### src/rtl/serial_loader.sv
// Boot loader: parses LOAD/GO frames from the UART byte stream, writes 16-bit words
// into main memory, answers each LOAD with ACK/NAK, and releases the CPU on GO.
module serial_loader #(
    parameter int ADDR_WIDTH = 16,
    parameter int DATA_WIDTH = 16
) (
    input  logic                  clk,
    input  logic                  rst_n,
    input  logic [7:0]            rx_dout,
    input  logic                  rx_empty,
    output logic                  rx_re,
    output logic [7:0]            tx_din,
    input  logic                  tx_full,
    output logic                  tx_we,
    output logic [ADDR_WIDTH-1:0] mm_addr,
    output logic [DATA_WIDTH-1:0] mm_dout,
    output logic                  mm_we,
    output logic                  cpu_rst
);

    typedef enum logic [3:0] {
        S_IDLE, S_ADDR_H, S_ADDR_L, S_CNT_H, S_CNT_L,
        S_DATA_H, S_DATA_L, S_WRITE, S_CSUM, S_ACK, S_RUN
    } state_t;

    localparam logic [7:0] CMD_LOAD = 8'h4C;
    localparam logic [7:0] CMD_GO   = 8'h47;
    localparam logic [7:0] ACK_BYTE = 8'h06;
    localparam logic [7:0] NAK_BYTE = 8'h15;

    state_t                state_q, state_d;
    logic [ADDR_WIDTH-1:0] addr_q, addr_d;
    logic [DATA_WIDTH-1:0] data_q, data_d;
    logic [15:0]           cnt_q, cnt_d;
    logic [7:0]            sum_q, sum_d;
    logic [7:0]            hi_q, hi_d;
    logic [7:0]            tx_din_q, tx_din_d;
    logic                  tx_we_q, tx_we_d;
    logic                  cpu_rst_q, cpu_rst_d;
    logic                  byte_state;

    always_comb begin
        byte_state = 1'b0;
        case (state_q)
            S_IDLE, S_ADDR_H, S_ADDR_L, S_CNT_H, S_CNT_L,
            S_DATA_H, S_DATA_L, S_CSUM: byte_state = 1'b1;
            default:                    byte_state = 1'b0;
        endcase
    end

    // Combinational pop: a byte state with data available consumes it this edge.
    assign rx_re   = byte_state & ~rx_empty;
    assign mm_we   = (state_q == S_WRITE);
    assign mm_addr = addr_q;
    assign mm_dout = data_q;
    assign tx_din  = tx_din_q;
    assign tx_we   = tx_we_q;
    assign cpu_rst = cpu_rst_q;

    always_comb begin
        state_d   = state_q;
        addr_d    = addr_q;
        data_d    = data_q;
        cnt_d     = cnt_q;
        sum_d     = sum_q;
        hi_d      = hi_q;
        tx_din_d  = tx_din_q;
        tx_we_d   = 1'b0;
        cpu_rst_d = cpu_rst_q;
        case (state_q)
            S_IDLE: begin
                if (rx_re) begin
                    if (rx_dout == CMD_LOAD) begin
                        state_d = S_ADDR_H;
                    end else if (rx_dout == CMD_GO) begin
                        state_d   = S_RUN;
                        cpu_rst_d = 1'b0;
                    end
                end
            end
            S_ADDR_H: begin
                if (rx_re) begin
                    addr_d  = ADDR_WIDTH'(rx_dout);
                    state_d = S_ADDR_L;
                end
            end
            S_ADDR_L: begin
                if (rx_re) begin
                    addr_d  = ADDR_WIDTH'({addr_q[7:0], rx_dout});
                    state_d = S_CNT_H;
                end
            end
            S_CNT_H: begin
                if (rx_re) begin
                    cnt_d   = {8'h00, rx_dout};
                    state_d = S_CNT_L;
                end
            end
            S_CNT_L: begin
                if (rx_re) begin
                    cnt_d   = {cnt_q[7:0], rx_dout};
                    sum_d   = 8'h00;
                    state_d = (cnt_d != 16'd0) ? S_DATA_H : S_CSUM;
                end
            end
            S_DATA_H: begin
                if (rx_re) begin
                    hi_d    = rx_dout;
                    sum_d   = sum_q + rx_dout;
                    state_d = S_DATA_L;
                end
            end
            S_DATA_L: begin
                if (rx_re) begin
                    data_d  = DATA_WIDTH'({hi_q, rx_dout});
                    sum_d   = sum_q + rx_dout;
                    state_d = S_WRITE;
                end
            end
            S_WRITE: begin
                addr_d  = addr_q + ADDR_WIDTH'(1);
                cnt_d   = cnt_q - 16'd1;
                state_d = (cnt_q == 16'd1) ? S_CSUM : S_DATA_H;
            end
            S_CSUM: begin
                if (rx_re) begin
                    tx_din_d = (rx_dout == sum_q) ? ACK_BYTE : NAK_BYTE;
                    state_d  = S_ACK;
                end
            end
            S_ACK: begin
                if (!tx_full) begin
                    tx_we_d = 1'b1;
                    state_d = S_IDLE;
                end
            end
            S_RUN:   state_d = S_RUN;
            default: state_d = S_IDLE;
        endcase
    end

    always_ff @(posedge clk or negedge rst_n) begin
        if (!rst_n) begin
            state_q   <= S_IDLE;
            addr_q    <= '0;
            data_q    <= '0;
            cnt_q     <= '0;
            sum_q     <= '0;
            hi_q      <= '0;
            tx_din_q  <= '0;
            tx_we_q   <= 1'b0;
            cpu_rst_q <= 1'b1;
        end else begin
            state_q   <= state_d;
            addr_q    <= addr_d;
            data_q    <= data_d;
            cnt_q     <= cnt_d;
            sum_q     <= sum_d;
            hi_q      <= hi_d;
            tx_din_q  <= tx_din_d;
            tx_we_q   <= tx_we_d;
            cpu_rst_q <= cpu_rst_d;
        end
    end

endmodule

### config.mk
export PLATFORM = sky130hd
export DESIGN_NAME = serial_loader
export DESIGN_NICKNAME = d
export VERILOG_FILES = /design/src/rtl/serial_loader.sv
export SDC_FILE = /design/constraint.sdc
export NUM_CORES = 1
export LEC_CHECK = 0
export ABC_AREA = 1
export CAP_MARGIN = 40
export CELL_PAD_IN_SITES_DETAIL_PLACEMENT = 0
export CELL_PAD_IN_SITES_GLOBAL_PLACEMENT = 2
export CORE_MARGIN = 2
export CORE_UTILIZATION = 33
export CTS_BUF_LIST = sky130_fd_sc_hd__clkbuf_4 sky130_fd_sc_hd__clkbuf_8
export DETAILED_ROUTE_END_ITERATION = 10
export GPL_TIMING_DRIVEN = 0
export HOLD_SLACK_MARGIN = 0.12
export PLACE_DENSITY_LB_ADDON = 0.1
export SYNTH_ARGS = -nofsm -noshare
export SYNTH_HDL_FRONTEND = slang
export SYNTH_SLANG_ARGS = --single-unit
### constraint.sdc
create_clock -name clk -period 1.8 [get_ports clk]
set_clock_uncertainty 0.1 [all_clocks]
set_input_delay 0.36 -clock clk [delete_from_list [all_inputs] [get_ports clk]]
set_output_delay 0.36 -clock clk [all_outputs]
set_load 0.005 [all_outputs]
# After elaboration in Yosys (flattened, before gate mapping)
# Memories as Yosys holds them, arrays and structs flattened.
# Index checks and enable logic that the tools add are counted.
# word_totals
memories,1
register_bits,78
input_bits,12
rom_bits,16
output_inout_bits,44
# classes
add_sub_neg,3
n_bitwise,3
eq_ne,25
mux,25
n_reduce_logical,14
# mem_list
name,depth,width,read_ports,rd_clocked_by_memory_dff,write_ports,line_no,text
(no name shown),16,1,1,0,0,44,case (state_q)
# ops
op,n
$pmux W16 S3,2
$mux W4,13
$mux W16,3
$pmux W4 S11,1
$ne A2 B2 Y1 const B,9
$add A16 B1 Y16 const B,1
$eq A16 B1 Y1 const B,1
$eq A4 B3 Y1 const B,4
$eq A8 B7 Y1 const B,2
$mux W8,2
$pmux W8 S2,1
$reduce_bool A16 Y1,1
$sub A16 B1 Y16 const B,1
$eq A4 B4 Y1 const B,3
$reduce_and A10 Y1,1
$reduce_and A3 Y1,3
$add A8 B8 Y8,1
$eq A4 B2 Y1 const B,2
$eq A8 B8 Y1,1
$reduce_and A2 Y1,3
$reduce_bool A3 Y1,2
$mux W5,1
$eq A4 B1 Y1 const B,1
$logic_not A4 Y1,1
other kinds (8),10

# Depth between registers and ports, before layout
# Gate-level depths: netlist of run 1.
# logic_depth
depth_word,5
mapped_depth,11

# Worst setup path before layout of run 1
# No wires, ideal clock.
# synth_timing
path_type,register to register
from,reg state_q[2]
to,"reg data_q[10], in the netlist mm_dout[10]"
slack_ns,0.203
arrival_time_ns,1.372
path_stages_with_launch,7
synth_period_minus_slack_ns,1.597
path_cell_list,dfrtp_1 -> inv_2 -> nor2_4 -> nand3_4 -> nor2_4 -> buf_6 -> mux2_2
# synth_via
elab_chain_len,3
# synth_rtl
element,line_no,text
start: declaration,31,"state_t state_q, state_d;"
start signal: assignment,154,state_q <= state_d;
$mem_v2 Z16 W1,--,
$and A1 B1 Y1,52,assign rx_re = byte_state & ~rx_empty;
$reduce_and A2 Y1 (no line) (*),--,
end signal: assignment,156,data_q <= data_d;
end: declaration,33,"logic [DATA_WIDTH-1:0] data_q, data_d;"
# Mark *: on every way between the ends. The rest lies on a longest branch, timed or not.
# A chain may end at the register's enable or synchronous reset.

# Worst setup path in the final report of run 1
# layout_timing
from,reg state_q[2]
to,out rx_re
# layout_via
elab_chain_len,2
# layout_rtl
element,line_no,text
$mem_v2 Z16 W1,--,
$and A1 B1 Y1,52,
end: declaration,11,"output logic rx_re,"
# No other way between the ends.

==> results.json, run 1 <==
{
  "num_vias": 4570,
  "yosysUniqueCellTypes": 43,
  "dr.first_iter.drc_count": 320,
  "synth.avg_cell_area_sq_um": 7.24,
  "yosysSeqAreaShare": 0.393,
  "fin_area_sq_um": 6390,
  "status": "finished, violations left",
  "synth_xor_area_frac": 0.00942,
  "synth_top_family_by_area": "simple AND/OR/NAND/NOR gates",
  "fin_ws_ps": -95.1,
  "final_cells": 941,
  "diodes": 0,
  "grt_pass1_vias": 4488,
  "cts_buffers": 9,
  "finalHoldViolations": 0,
  "dieArea_sq_um": 15100,
  "die-height_um": 123,
  "cts_tree": "built",
  "cp-end-kind": "output pin",
  "dpl.hpwl_um": 10200,
  "syn_inst": 642,
  "remaining_drc_errors": 0,
  "max_freq_ghz": 0.528,
  "wl_met3_um": 453,
  "clkTransAtPathRegs_ps": 90,
  "start_kind": "flop",
  "ys_ff_latch": 73,
  "area_delta_synth_final_pct": 37.4,
  "wl_per_cell_um": 15.8,
  "yosys.area_share.simple": 0.353,
  "drive_above_1_share": 0.235,
  "hp-class": "in2reg",
  "fin_crit_ps": 1900,
  "synth.area.mux_share": 0.0242,
  "fillCellCount": 1424,
  "yosysTopAreaCellShare": 0.388,
  "worstSetupPathType": "reg2out",
  "fin_nets": 779,
  "synth_common_cells": "203 x nand2_1, 77 x nor2_1, 72 x dfrtp_1, 55 x inv_1, 53 x nand3_1",
  "yosys.area_share.adder": 0.0312,
  "synth_area_sq_um": 4650,
  "synth_edf_count": 0,
  "fin_crit_sh": 1.05,
  "highest_layer": "met4",
  "max_slew_margin": 0.647,
  "antenna_found_initial": 0,
  "grt_max_degree": 39,
  "yosysMostFrequentCell": "nand2_1",
  "htree_levels": 3,
  "root_buffer": "clkbuf_8",
  "p_leak_uw": 0.00307,
  "ant_nets": 0,
  "clock-sinks": 73,
  "avgViaCountPerCell": 4.86,
  "rsz0062_at_grt": "yes",
  "coreArea_sq_um": 13800,
  "violations": "negative setup slack",
  "io_pins": 56,
  "clockBufferDepth": 2,
  "grt-ovfl-total": 0,
  "m1WireLength_um": 7100,
  "ys_warn_count": 0,
  "post_dp_cell_area_sq_um": 5420,
  "worstMarginPinSlew_ps": 525,
  "wl_met2_um": 7020,
  "die_w_um": 123,
  "first_pass_iters": 5,
  "power.density_nw_per_um2": 1520,
  "arrival_ps": 1440,
  "grt_pass1_wl_um": 23400,
  "required_ps": 1340,
  "max_cap_viol_count": 0,
  "clk_latency_ps": 380,
  "start_util": 0.336,
  "fp-row-count": 43,
  "synth-compound-area-share": 0.0985,
  "dp.cells": 877,
  "async_flop_share": 1.00,
  "ir_drop_v": 0.000559,
  "ff2ff_path_depth": 11,
  "yosys-top-cells-area": "dfrtp_1 39%, nand2_1 16%, nor2_1 6.2%, nand3_1 5.7%, inv_1 4.4%",
  "setup_violations": 3,
  "portBuffers": 51,
  "synth_largest_area_cell": "dfrtp_1",
  "ys.flop_type": "dfrtp_1",
  "tns_ps": -186,
  "drv_slew": 0,
  "crit_fanout": 4,
  "finalWirelength_um": 14800,
  "hold-path-cell-count": 3,
  "gr-usage-all-layers": 0.204,
  "place_congestion": 0.846
}
final timing paths:
path	start	to	slack, ps
min in group asynchronous	rst_n	cnt_q[12]	380
max reg2reg	state_q[2]	state_q[3]	0
min reg2reg	cpu_rst	cpu_rst	380
max	state_q[2]	rx_re	-100
max in group asynchronous	rst_n	mm_addr[7]	620
min	rx_dout[4]	mm_addr[4]	330
power by group:
part | total [uW] | internal, uW | switching (uW)
sequential | 2840 | 2290 | 549
clock | 1260 | 509 | 747
combinational | 5610 | 2660 | 2950
state kept, by name (all words and copies together), names as in the netlist:
signal and cells:
cnt_q 16, state_q 4, hi_q 8, cpu_rst 1, mm_dout 16, sum_q 8, tx_din 3, mm_addr 16
tx_we 1
placed cells by master (no fill, tap or decap), types with 6 or more instances in the layout:
cell type        netlist  layout
nand2_1              203     191
nor2_1                77      67
dfrtp_1               72      62
nand3_1               53      52
inv_1                 55      50
buf_4                  8      49
clkdlybuf4s50_1        0      40
o21ai_0               36      31
o21ai_1               13      15
a21oi_1               17      13
nand4_1               13      13
nand2_2                4      10
dfrtp_2                0      10
nor2_4                 4       9
o21a_1                 9       9
mux2_2                10       9
clkbuf_8               0       9
nand2_4                3       8
buf_6                  9       7
inv_2                  4       6
nor3_1                 7       6
nor2_2                 1       6
stage by stage:
stage / power, uW / utilization / worst slack, ps / hold WS (ps)
after global placement: 7170 / 0.390 / -2640 / 355
final: 9700 / 0.462 / -95.1 / 333
after floorplan: 5530 / - / 203 / -35.6
after detailed placement: 7190 / 0.392 / -581 / 266
after global routing: 10500 / 0.462 / -149 / 335
after CTS: 9190 / 0.439 / -101 / 388
metal layers:
layer  vias up  global-route usage
met2        80               0.327
met3        19              0.0297
met4         0              0.0697
met1      2180               0.281
met5         -                   0
li1       2291                   -
final cells by class:
| cell class | instances | area [sq um] | share of cell area |
|---|---|---|---|
| Buffer | 19 | 223 | 0.0349 |
| Sequential cell | 73 | 1840 | 0.288 |
| Multi-Input combinational cell | 489 | 2650 | 0.415 |
| Clock buffer | 9 | 124 | 0.0194 |
| Tap cell | 180 | 225 | 0.0352 |
| Timing Repair Buffer | 102 | 1010 | 0.158 |
| Inverter | 62 | 262 | 0.0409 |
| Clock inverter | 7 | 53.8 | 0.00842 |
timing repair:
item,4_1_cts,5_1_grt
gates resized for setup,66,59
endpoints found under the setup margin,47,50
hold buffers,1,0
gates cloned,2,2
setup buffers,30,16
endpoints found under the hold margin,34,0
pin swaps,6,4
worst max-delay path, stage by stage (launching register included):
cell and delay [ps]:
dfrtp_2 420, inv_4 60, nor2_4 130, nand2_4 80, buf_6 120, nand3_4 80, inv_2 50, buf_6 110
kinds of logic after synthesis:
family,Yosys count
xor gates and xnor gates,5
adders and majority gates,11
AOI/OAI and AO/OA,83
DFF,73
buffers and inverters,83
other,1
muxes,10
and+or+nand+nor,376
(Power assumes the default switching activity.)
==> run 2: changes to the inputs <==
- CAP_MARGIN: 40 -> 10
==> results.json, run 2 (same netlist as run 1, synthesis figures left out) <==
{
  "fp-row-count": 43,
  "required_ps": 1340,
  "die-height_um": 123,
  "drive_above_1_share": 0.235,
  "crit_fanout": 4,
  "die_w_um": 123,
  "ir_drop_v": 0.000559,
  "grt_pass1_wl_um": 23400,
  "dp.cells": 877,
  "clock-sinks": 73,
  "hp-class": "in2reg",
  "grt_max_degree": 39,
  "grt_pass1_vias": 4488,
  "dpl.hpwl_um": 10200,
  "max_slew_margin": 0.647,
  "dr.first_iter.drc_count": 320,
  "io_pins": 56,
  "wl_per_cell_um": 15.8,
  "clk_latency_ps": 380,
  "fillCellCount": 1424,
  "fin_nets": 779,
  "cts_tree": "built",
  "drv_slew": 0,
  "p_leak_uw": 0.00307,
  "worstSetupPathType": "reg2out",
  "arrival_ps": 1440,
  "tns_ps": -186,
  "setup_violations": 3,
  "ff2ff_path_depth": 11,
  "status": "finished, violations left",
  "rsz0062_at_grt": "yes",
  "worstMarginPinSlew_ps": 525,
  "portBuffers": 51,
  "antenna_found_initial": 0,
  "max_cap_viol_count": 0,
  "hold_slack_ps": 333,
  "fin_ws_ps": -95.1,
  "clkTransAtPathRegs_ps": 90,
  "avgViaCountPerCell": 4.86,
  "finalHoldViolations": 0,
  "fin_crit_ps": 1900,
  "dieArea_sq_um": 15100,
  "finalWirelength_um": 14800,
  "ant_nets": 0,
  "gr-usage-all-layers": 0.204,
  "violations": "negative setup slack",
  "power.density_nw_per_um2": 1520,
  "hold-path-cell-count": 3,
  "num_vias": 4570,
  "remaining_drc_errors": 0,
  "cp-end-kind": "output pin",
  "root_buffer": "clkbuf_8",
  "multi_input_area_sq_um": 2650,
  "clockBufferDepth": 2,
  "place_congestion": 0.846,
  "final_common_cell": "nand2_1",
  "max_freq_ghz": 0.528,
  "cts_buffers": 9,
  "final_cells": 941,
  "grt-ovfl-total": 0,
  "start_util": 0.336,
  "first_pass_iters": 5,
  "start_kind": "flop",
  "regArea_sq_um": 1840,
  "coreArea_sq_um": 13800,
  "htree_levels": 3,
  "fin_crit_sh": 1.05,
  "final_cell_mix": "191 x nand2_1, 67 x nor2_1, 62 x dfrtp_1, 52 x nand3_1, 50 x inv_1",
  "diodes": 0,
  "area_delta_synth_final_pct": 37.4
}
## run 2: worst paths after layout
kind | start | end | slack, ps
worst min-delay path | rx_dout[4] | mm_addr[4] | 330
worst min register to register | cpu_rst | cpu_rst | 380
min in group asynchronous | rst_n | cnt_q[12] | 380
max in group asynchronous | rst_n | mm_addr[7] | 620
worst max-delay path | state_q[2] | rx_re | -100
worst max register to register | state_q[2] | state_q[3] | 0
## run 2: power breakdown
group | leakage, uW | internal, uW | switching, uW
combinational | 0.00206 | 2660 | 2950
sequential | 0.000928 | 2290 | 549
clock | 0.0000822 | 509 | 747
total | 0.00307 | 5460 | 4240
## run 2: critical path, cell delays in order, from the launching register on
cell and delay, ps:
dfrtp_2 420, inv_4 60, nor2_4 130, nand2_4 80, buf_6 120, nand3_4 80, inv_2 50, buf_6 110
## run 2: cell type report
| cell class | count | area share |
|---|---|---|
| timing repair buffer | 102 | 0.158 |
| tap | 180 | 0.0352 |
| multi-input combinational | 489 | 0.415 |
| clock buffer | 9 | 0.0194 |
| clock inverter | 7 | 0.00842 |
| sequential | 73 | 0.288 |
| inverter | 62 | 0.0409 |
| buffer | 19 | 0.0349 |
## run 2: timing repair
action / in CTS / in global routing
hold buffers: 1 / 0
gates resized for setup: 66 / 59
gates cloned: 2 / 2
endpoints found under the setup margin: 47 / 50
pin swaps: 6 / 4
endpoints found under the hold margin: 34 / 0
buffers inserted: 30 / 16
## run 2: metrics by stage
| stage | util | worst slack [ps] | area [sq um] | total power [uW] |
|---|---|---|---|---|
| final | 0.462 | -95.1 | 6390 | 9700 |
| after global routing | 0.462 | -149 | 6390 | 10500 |
| after CTS | 0.439 | -101 | 6060 | 9190 |
| after detailed placement | 0.392 | -581 | 5420 | 7190 |
| after global placement | 0.390 | -2640 | 5400 | 7170 |
| after floorplan | - | 203 | 4660 | 5530 |
## run 2: routing by layer
layer,global-route usage,wire length [um],vias up
met5,0,0,-
met4,0.0697,251,0
met3,0.0297,453,19
met2,0.327,7020,80
met1,0.281,7100,2180
li1,-,-,2291
==> run 3: changes to the inputs <==
- CORE_ASPECT_RATIO: default -> 1.5
==> results.json, run 3 (same netlist as run 1, synthesis figures left out) <==
{
  "ir_drop_v": 0.000730,
  "clkTransAtPathRegs_ps": 90,
  "arrival_ps": 1440,
  "avgViaCountPerCell": 4.95,
  "finalHoldViolations": 0,
  "dpl.hpwl_um": 10900,
  "fillCellCount": 1456,
  "hp-class": "in2reg",
  "netSwitchingFraction": 0.443,
  "fp-row-count": 53,
  "clockPowerShare": 0.147,
  "worstSetupPathType": "reg2out",
  "coreArea_sq_um": 13900,
  "grt-ovfl-total": 0,
  "power.density_nw_per_um2": 1570,
  "fin_ws_ps": -101,
  "fin_nets": 779,
  "start_kind": "flop",
  "ff2ff_path_depth": 6,
  "num_vias": 4587,
  "cp-end-kind": "output pin",
  "die-height_um": 149,
  "dr.first_iter.drc_count": 246,
  "status": "finished, violations left",
  "area_delta_synth_final_pct": 36.5,
  "first_pass_iters": 4,
  "dieArea_sq_um": 15100,
  "grt_max_degree": 38,
  "clk_latency_ps": 380,
  "p_leak_uw": 0.00309,
  "final_cell_mix": "193 x nand2_1, 66 x nor2_1, 62 x dfrtp_1, 52 x nand3_1, 49 x buf_4",
  "gr-usage-all-layers": 0.211,
  "cts_buffers": 9,
  "antenna_found_initial": 0,
  "total_power_uw": 9970,
  "regToRegSetupSlack_ps": 20,
  "diodes": 0,
  "max_freq_ghz": 0.526,
  "drv_slew": 0,
  "portBuffers": 51,
  "die_w_um": 101,
  "p_switching_uw": 4420,
  "final_common_cell": "nand2_1",
  "clockBufferDepth": 2,
  "intPower_uw": 5550,
  "required_ps": 1340,
  "htree_levels": 3,
  "max_slew_margin": 0.661,
  "crit_fanout": 2,
  "worstHoldStart": "rx_dout[4]",
  "clock-sinks": 73,
  "seq_power_share": 0.286,
  "hold-path-cell-count": 3,
  "setup_violations": 2,
  "ant_nets": 0,
  "cts_tree": "built",
  "remaining_drc_errors": 0,
  "startpoint": "state_q[3]",
  "drive_above_1_share": 0.230,
  "holdPathEnd": "mm_addr[4]",
  "final_cells": 926,
  "max_cap_viol_count": 0,
  "io_pins": 56,
  "finalWirelength_um": 15200,
  "worstMarginPinSlew_ps": 509,
  "r2r_start": "state_q[3]",
  "place_congestion": 0.855,
  "wl_per_cell_um": 16.4,
  "violations": "negative setup slack",
  "rr_endpoint": "mm_dout[13]",
  "root_buffer": "clkbuf_8",
  "rsz0062_at_grt": "yes",
  "fin_crit_sh": 1.06,
  "grt_pass1_vias": 4636,
  "grt_pass1_wl_um": 24200,
  "start_util": 0.334,
  "dp.cells": 862,
  "post-place-ws_ps": -564,
  "pwr-share-comb": 0.567,
  "fin_crit_ps": 1900
}
run 3: critical path: stages, from the launching register on:
cell	delay [ps]
dfrtp_2	450
nor2_4	190
nand2_8	70
buf_6	120
nand3_4	80
inv_2	40
buf_6	100
run 3: routing by layer:
layer  GRT usage  part of all wire  vias up
li1            -                 -     2307
met5           0                 0        -
met1       0.239              0.40     2176
met4      0.0824             0.023        0
met2       0.392              0.55       79
met3      0.0309             0.027       25
run 3: final cells by class:
class                           count  area (sq um)  share of cell area
Buffer                             20           218              0.0343
Clock buffer                        9           124              0.0195
Clock inverter                      7          87.6              0.0138
Inverter                           62           268              0.0422
Multi-Input combinational cell    489          2640               0.416
Sequential cell                    73          1840               0.290
Tap cell                          165           206              0.0325
Timing Repair Buffer              101           961               0.151
run 3: how the worst max path moves through the flow:
stage / to / depth (start not counted)
floorplan: mm_dout[10] / 6
finish: rx_re / 6
global route: mm_we / 8
CTS: mm_we / 8
detailed placement: sum_q[6] / 10
global placement: state_q[1] / 1
run 3: power by group through the flow:
stage,clock network (uW),logic [uW],registers (uW)
4_1_cts,1510,5160,2850
3_3_place_gp,0,4260,2980
5_1_grt,1560,6250,2930
6_report,1460,5660,2850
3_5_place_dp,0,4300,2990
2_1_floorplan,0,2710,2820
run 3: timing repair:
item,CTS,global route
pin swaps,11,13
hold endpoints to repair,36,0
resized for setup,56,68
setup endpoints to repair,61,58
hold buffers,1,0
gates cloned,0,1
buffers inserted,36,11
run 3: metrics by stage:
| step | TNS [ps] | cell area, sq um | util | hold slack, ps |
|---|---|---|---|---|
| finish | -200 | 6350 | 0.456 | 319 |
| global route | -561 | 6350 | 0.456 | 339 |
| CTS | -189 | 6040 | 0.434 | 386 |
| detailed placement | -16710 | 5400 | 0.388 | 265 |
| global placement | -207100 | 5380 | 0.386 | 363 |
| floorplan | 0 | 4660 | - | -35.6 |
